`src/rtl/hs_cdc_pkg.sv`:
```
// Shared definitions for the req/ack CDC handshake (sender and receiver sides).
package hs_cdc_pkg;

  localparam int unsigned HS_SYNC_STAGES = 2;

  typedef enum logic [1:0] {
    WAIT_LOW = 2'd0,
    IDLE     = 2'd1,
    HOLD     = 2'd2,
    ACK      = 2'd3
  } hs_state_e;

  // Even-parity error over a word plus its parity bit.
  function automatic logic hs_par_bad(input logic [31:0] word, input logic par);
    return (^word) ^ par;
  endfunction

endpackage

```
`src/rtl/hs_sync_bit.sv`:
```
// N-flop single-bit synchronizer with a configurable reset value.
module hs_sync_bit #(
  parameter int unsigned STAGES  = 2,
  parameter logic        RST_VAL = 1'b1
) (
  input  logic clk,
  input  logic rst_n,
  input  logic d,
  output logic q
);

  logic [STAGES-1:0] chain;

  always_ff @(posedge clk or negedge rst_n) begin
    if (!rst_n) chain <= {STAGES{RST_VAL}};
    else        chain <= {chain[STAGES-2:0], d};
  end

  assign q = chain[STAGES-1];

endmodule

```
`src/rtl/hs_cdc_rx.sv`:
```
// Receive endpoint of a 4-phase req/ack CDC handshake, presenting words via valid/ready.
// Optional even-parity checking is built when HS_RX_PARITY_EN is defined.
module hs_cdc_rx
  import hs_cdc_pkg::*;
#(
  parameter int unsigned WIDTH       = 4,
  parameter int unsigned SYNC_STAGES = HS_SYNC_STAGES,
  parameter int unsigned CNT_W       = 8
) (
  input  logic             rclk,
  input  logic             reset_n,
  input  logic             req,
  input  logic [WIDTH-1:0] data_in,
`ifdef HS_RX_PARITY_EN
  input  logic             data_par,
  output logic             par_err,
`endif
  output logic             ack,
  output logic [WIDTH-1:0] data_out,
  output logic             out_valid,
  input  logic             out_ready,
  output logic [CNT_W-1:0] rx_count
);

  hs_state_e        state_q, state_d;
  logic             req_s;
  logic             ack_d;
  logic             valid_d;
  logic [WIDTH-1:0] data_d;
  logic [CNT_W-1:0] cnt_d;
  logic             capture_c;

  // Reset value 1 makes a req held high across reset look like an old request.
  hs_sync_bit #(
    .STAGES (SYNC_STAGES),
    .RST_VAL(1'b1)
  ) u_req_sync (
    .clk  (rclk),
    .rst_n(reset_n),
    .d    (req),
    .q    (req_s)
  );

  always_ff @(posedge rclk or negedge reset_n) begin
    if (!reset_n) state_q <= WAIT_LOW;
    else          state_q <= state_d;
  end

  always_comb begin
    state_d   = state_q;
    ack_d     = ack;
    valid_d   = out_valid;
    data_d    = data_out;
    cnt_d     = rx_count;
    capture_c = 1'b0;
    case (state_q)
      WAIT_LOW: begin
        ack_d = 1'b0;
        if (!req_s) state_d = IDLE;
      end
      IDLE: begin
        if (req_s) begin
          capture_c = 1'b1;
          data_d    = data_in;
          valid_d   = 1'b1;
          state_d   = HOLD;
        end
      end
      HOLD: begin
        if (out_valid && out_ready) begin
          valid_d = 1'b0;
          ack_d   = 1'b1;
          cnt_d   = rx_count + CNT_W'(1);
          state_d = ACK;
        end
      end
      ACK: begin
        if (!req_s) begin
          ack_d   = 1'b0;
          state_d = IDLE;
        end
      end
      default: state_d = WAIT_LOW;
    endcase
  end

  always_ff @(posedge rclk or negedge reset_n) begin
    if (!reset_n) begin
      ack       <= 1'b0;
      out_valid <= 1'b0;
      data_out  <= '0;
      rx_count  <= '0;
    end else begin
      ack       <= ack_d;
      out_valid <= valid_d;
      data_out  <= data_d;
      rx_count  <= cnt_d;
    end
  end

`ifdef HS_RX_PARITY_EN
  // Sticky: only reset clears a recorded parity error.
  always_ff @(posedge rclk or negedge reset_n) begin
    if (!reset_n)                                        par_err <= 1'b0;
    else if (capture_c && hs_par_bad(32'(data_in), data_par)) par_err <= 1'b1;
  end
`else
  logic unused_capture;
  assign unused_capture = capture_c;
`endif

endmodule

```
`config.mk`:
```
export PLATFORM = sky130hd
export DESIGN_NAME = hs_cdc_rx
export DESIGN_NICKNAME = d
export VERILOG_FILES = /design/src/rtl/hs_cdc_pkg.sv /design/src/rtl/hs_sync_bit.sv /design/src/rtl/hs_cdc_rx.sv
export SDC_FILE = /design/constraint.sdc
export NUM_CORES = 1
export LEC_CHECK = 0
export BUFFER_PORTS_ARGS = -buffer_cell sky130_fd_sc_hd__buf_4
export CAP_MARGIN = 10
export CORE_MARGIN = 4
export CORE_UTILIZATION = 50
export CTS_CLUSTER_SIZE = 30
export DETAILED_ROUTE_END_ITERATION = 10
export PLACE_DENSITY = 0.72
export SYNTH_ARGS = -nofsm -noshare
export SYNTH_HDL_FRONTEND = slang
export SYNTH_SLANG_ARGS = --single-unit
export TNS_END_PERCENT = 50
```
`constraint.sdc`:
```
create_clock -name rclk -period 2.75 [get_ports rclk]
set_clock_uncertainty 0.2 [all_clocks]
set_input_delay 0.55 -clock rclk [delete_from_list [all_inputs] [get_ports rclk]]
set_output_delay 0.55 -clock rclk [all_outputs]
set_load 0.02 [all_outputs]
```
Yosys cells after proc, flatten, opt, wreduce, memory -nomap -nowiden. Cells that the tools add are included.

Register bits: 18. Output and inout bits: 14. Input bits: 8.

Mux-type cells: 10. Reductions and logical operators: 10. Add/sub/neg operators: 1. Equal/unequal tests: 7.

Operators with widths (number): 3-bit AND reduction (3); 8-bit by 1-bit adder with 8-bit output, second input constant (1); 2-bit 2-to-1 mux (3); 2-bit != test, second input constant (3); 2-bit one-hot mux with 3 select lines (1); 2-bit equality test, second input constant (2); 1-bit 2-to-1 mux (4); 2-bit AND reduction (2); 1-bit one-hot mux with 3 select lines (1); 3-bit nonzero test (1); 2-bit by 1-bit equality test with 1-bit output, second input constant (1); 2-bit logical NOT (1); 2-bit by 1-bit != test with 1-bit output, second input constant (1); 1-bit one-hot mux with 2 select lines (1); 2-bit nonzero test (1); 2-bit OR reduction (1); 1-bit logical AND (1).

Depth between registers and ports, before layout.
Depth in word-level cells: 4. Gate-level depth with buffers: 5.

Modules after synthesis. A second synthesis with hierarchy kept.

Cells, all modules: 65. Area, all modules: 829.5 µm².

By module, submodules not included: hs_cdc_rx (area each 777.0 µm², seq. area each 400.4 µm², instances 1, cells an instance 63); hs_sync_bit (area each 52.6 µm², seq. area each 52.6 µm², instances 1, cells an instance 2).

Worst setup path after synthesis. OpenSTA, ideal clock, no wires.

Path type: register to register. Start: reg state_q[0]. End: reg rx_count[7]. Slack: 1129 ps. Period minus slack after synthesis: 1621 ps. Required time: 2471 ps. Stages on the path, launching flop included: 6. Arrival time: 1342 ps. Path through: dfrtp_1 > inv_1 > ha_1 > nand4_4 > nor4_4 > xor2_1.

Word-level cells in the longest chain between the ends: 2.

Ends and longest elaborated chain: from (decl) (line hs_cdc_rx.sv:25) `hs_state_e state_q, state_d;`; from (signal assigned) (line hs_cdc_rx.sv:46) `else state_q <= state_d;`; 2-bit equality test (line hs_cdc_rx.sv:56) `case (state_q)`; 2-bit AND reduction (no source line); to (signal assigned) (line hs_cdc_rx.sv:97) `rx_count <= cnt_d;`; to (decl) (line hs_cdc_rx.sv:22) `output logic [CNT_W-1:0] rx_count`.

No other way between the ends. A chain may end at the register's enable or synchronous reset.

Final worst setup path.
Start: reg state_q[0]. End: reg state_q[0].

Word-level cells in the longest chain between the ends: 4.

Ends and longest elaborated chain (line): 2-bit equality test or 2-bit logical NOT (tied branches) (hs_cdc_rx.sv:56); 2-bit OR reduction (no source line); 2-bit != test (no source line); 3-bit AND reduction (no source line).

Several ways; a longest one is shown, not always the timed one.

==> key figures <==
Power
  • PwrDens: slightly below 1000 nW/um2
  • Sequential power share: between 40% and 50%
  • Leakage power: roughly 0.52 nW
  • Peak supply drop: 0.695 mV
  • Total internal power: 0.000624 W
  • Sw Pwr: between 0.0003 and 0.0004 W
  • Switch share: 38.4%
  • Logic pwr share: between 40% and 50%
  • Clock Power Share: a little over an eighth

STA
  • Max Slew Vio Count: 0
  • Setup TNS: 0 ns
  • Worst-Margin Slew: between 0.2 and 0.3 ns
  • Slew margin rel.: between 80% and 90%
  • # setup viols final: 0
  • Fin crit share: 64.0%
  • RSZ-0062 raised after global routing: no
  • Final hold vios: 0
  • Final Critical Period: 1.76 ns
  • Max Freq: roughly 570 MHz

Synthesis
  • Synth cell types: 24
  • Flops & latches, synth: 18
  • Sequential area share after synthesis: a little over half
  • Mapped Nets: a little under 80
  • Synth Instances: 66
  • Synth warn: 0
  • Syn_area_per_cell: around 13 um2
  • Post-Syn Area: just over 800 um2

Routing
  • WL met1: 625 um
  • Met3 Routed Length: between 90 and 100 um
  • Routed met2 length: between 500 and 600 um
  • Initial DRT Pass Iterations: 4
  • Final wirelength: roughly 1.4 mm
  • Drt wl/cell: approximately 13 um
  • Via count: 561
  • Post-route ant nets: 0
  • Drt drc: 0
  • Vias/cell: just over 5
  • Iter 0 DRT Violations: 3
  • Top Metal Used: met4

Floorplan
  • Vertical die dimension: just under 50 um
  • CORE AREA: between 1500 and 2000 um2
  • Num rows: 14
  • Initial Utilization: a little over half
  • IO Pins: 22
  • DIE AREA: approximately 2400 um2
  • Die width: between 40 and 50 um

Cells and area
  • Finished Cell Area: 1040 um2
  • Fillers: roughly 140
  • Nets: 106
  • Layout cell share with drive strength beyond 1: between 30 and 40%
  • Antenna diodes: 0
  • Area Overhead vs Synth: 25.8%

Worst setup path
  • CP endpoint kind: flip-flop
  • FF-to-FF Start: state_q[0]$_DFFE_PN0P_
  • Cell Chain, Critical Path: inv_1 -> ha_1 -> a21boi_1 -> a211oi_1 -> mux2i_1
  • CP max stage delay: just over 0.4 ns
  • CP bufs+invs: 1
  • Max Fanout on Critical Path: 7
  • Crit. path cell count: 5
  • Critical Path AT: about 1.8 ns
  • R2R Setup Slk: about 0.99 ns
  • Max stage delay cell, worst path: dfrtp_1
  • Crit path kind: reg -> reg
  • Critical path required time: between 2 and 3 ns
  • CP delay by family, top: compound AO/OA/AOI/OAI gates
  • Worst Reg-to-Reg Cells: 5
  • Worst Setup EP: state_q[0]$_DFFE_PN0P_
  • FF-to-FF End: state_q[0]$_DFFE_PN0P_
  • Startpoint Class: flip-flop
  • Launch point of the worst path: state_q[0]$_DFFE_PN0P_

Placement
  • Final HPWL DP: about 1.0 mm
  • I/O Buffers: 21
  • Cell area after placement: 1010 um2
  • Gpl congestion: between 0.6 and 0.7

Worst hold path
  • Hold WC Path Type: in -> reg
  • Hold Crit Start: req

Status
  • Status: finished clean

Clocking
  • Worst-skew pair later-pin latency: roughly 0.29 ns
  • Post-CTS Setup Bufs: 0
  • CTS Buf Count: 3
  • Cts hold-fix bufs: 1
  • H-tree Lvls: 1
  • CTS root buf: clkbuf_4
  • TritonCTS Sinks: 18
  • Resized cells post-CTS: 0
  • Clock Pin Slew Worst Setup and Hold Paths: 0.10 ns
  • Max Root-Sink Buffers: 2
  • CTS tree: yes

Global route
  • Tot GR Track Use: about an eighth
  • First-pass GRT wire length: between 2 and 2.5 mm
  • Vias in the first global route: approximately 550
  • Initial antenna violation count: 0
  • Grt ovf: 0
  • Largest net degree at the start of global routing: 19

Flow run
  • Max Cap Violations: 0
==> worst min-delay path by stage <==
stage	end	slack (ns)	cells after the start
finish	u_req_sync.chain[0]$_DFF_PN1_	0.16	1
global route	u_req_sync.chain[0]$_DFF_PN1_	0.15	1
CTS	u_req_sync.chain[0]$_DFF_PN1_	0.15	1
detailed placement	u_req_sync.chain[1]$_DFF_PN1_	0.15	0
global placement	u_req_sync.chain[1]$_DFF_PN1_	0.15	0
floorplan	ack$_DFFE_PN0P_	0.05	0
==> cell families (layout without fill, tap and decap cells) <==
kind of cell,Yosys count,in the layout,synth area share (%)
adders and majority gates,5,5,7.55
muxes,6,6,8.01
buffers and inverters,3,29,1.36
DFF,18,18,54.7
and+or+nand+nor,17,17,13.0
AOI/OAI and AO/OA,10,10,8.01
xor gates and xnor gates,7,7,7.40
==> cells in the final DEF, fill, tap and decap left out, drive strengths merged <==
| cell | n |
|---|---|
| xnor2 | 2 |
| nand2 | 7 |
| a21boi | 2 |
| nand4 | 2 |
| mux2i | 1 |
| dlygate4sd3 | 1 |
| a31oi | 1 |
| mux2 | 5 |
| dfstp | 2 |
| o21ai | 1 |
| nand3 | 1 |
| nor3 | 2 |
| a211oi | 1 |
| nor2b | 1 |
| nor4 | 1 |
| a21oi | 3 |
| o31ai | 1 |
| a22o | 1 |
| ha | 5 |
| inv | 3 |
| dfrtp | 16 |
| clkbuf | 4 |
| nor2 | 3 |
| buf | 21 |
| xor2 | 5 |
==> flip-flops by register name, summed over array words and instances (netlist names) <==
register,flops
ack,1
data_out,4
out_valid,1
rx_count,8
state_q,2
u_req_sync.chain,2
==> cell type report <==
cell class,count,area [um2],share of cell area [%]
Inverter,3,11.3,1.08
Timing Repair Buffer,22,168,16.1
Multi-Input combinational cell,45,364,34.9
Tap cell,16,20.0,1.92
Sequential cell,18,453,43.5
Clock buffer,4,26.3,2.52
==> synth_stat cells <==
cell type	count	area, um2
dfrtp_1	16	400
nand2_1	7	26.3
ha_1	5	62.6
mux2_2	5	56.3
xor2_1	5	43.8
a21oi_1	3	15.0
inv_1	3	11.3
nor2_1	3	11.3
dfstp_2	2	52.6
nor3_1	2	10.0
xnor2_1	2	17.5
a211oi_1	1	7.51
a21boi_0	1	7.51
a21boi_1	1	7.51
a22o_2	1	10.0
a31oi_1	1	6.26
mux2i_1	1	10.0
nand3_1	1	5.00
nand4_1	1	6.26
nand4_4	1	21.3
nor2b_1	1	6.26
nor4_4	1	21.3
o21ai_0	1	5.00
o31ai_1	1	7.51
==> power by group through the flow <==
| stage | combinational [W] | sequential [W] | clock [W] |
|---|---|---|---|
| floorplan | 0.000210 | 0.000511 | 0 |
| global placement | 0.000447 | 0.000433 | 0 |
| detailed placement | 0.000455 | 0.000437 | 0 |
| CTS | 0.000456 | 0.000431 | 0.000142 |
| global route | 0.000494 | 0.000445 | 0.000152 |
| finish | 0.000449 | 0.000430 | 0.000134 |
==> per-stage QoR <==
step / cells / setup slack [ns] / power (W) / util (%) / hold slack (ns)
after floorplan: 66 / 1.13 / 0.000721 / - / 0.0544
after global placement: 103 / 1.08 / 0.000880 / 65.3 / 0.146
after detailed placement: 103 / 0.988 / 0.000892 / 65.3 / 0.151
after CTS: 108 / 0.972 / 0.00103 / 67.6 / 0.150
after global routing: 108 / 0.867 / 0.00109 / 67.6 / 0.149
final: 108 / 0.991 / 0.00101 / 67.6 / 0.160
==> worst register-to-register path: cells and delay by family (launching register included) <==
family	cells	cell delay, ns
buf+inv	1	0.08
mux	1	0.23
compound gates	2	0.46
fa+ha+maj	1	0.30
flops	1	0.41
==> routing by layer <==
| metal | global-route usage [%] | vias up |
|---|---|---|
| met5 | 0 | - |
| met4 | 8.07 | 0 |
| met3 | 3.37 | 4 |
| met2 | 19.1 | 18 |
| met1 | 15.0 | 260 |
| li1 | - | 279 |
(Power assumes the default switching activity.)
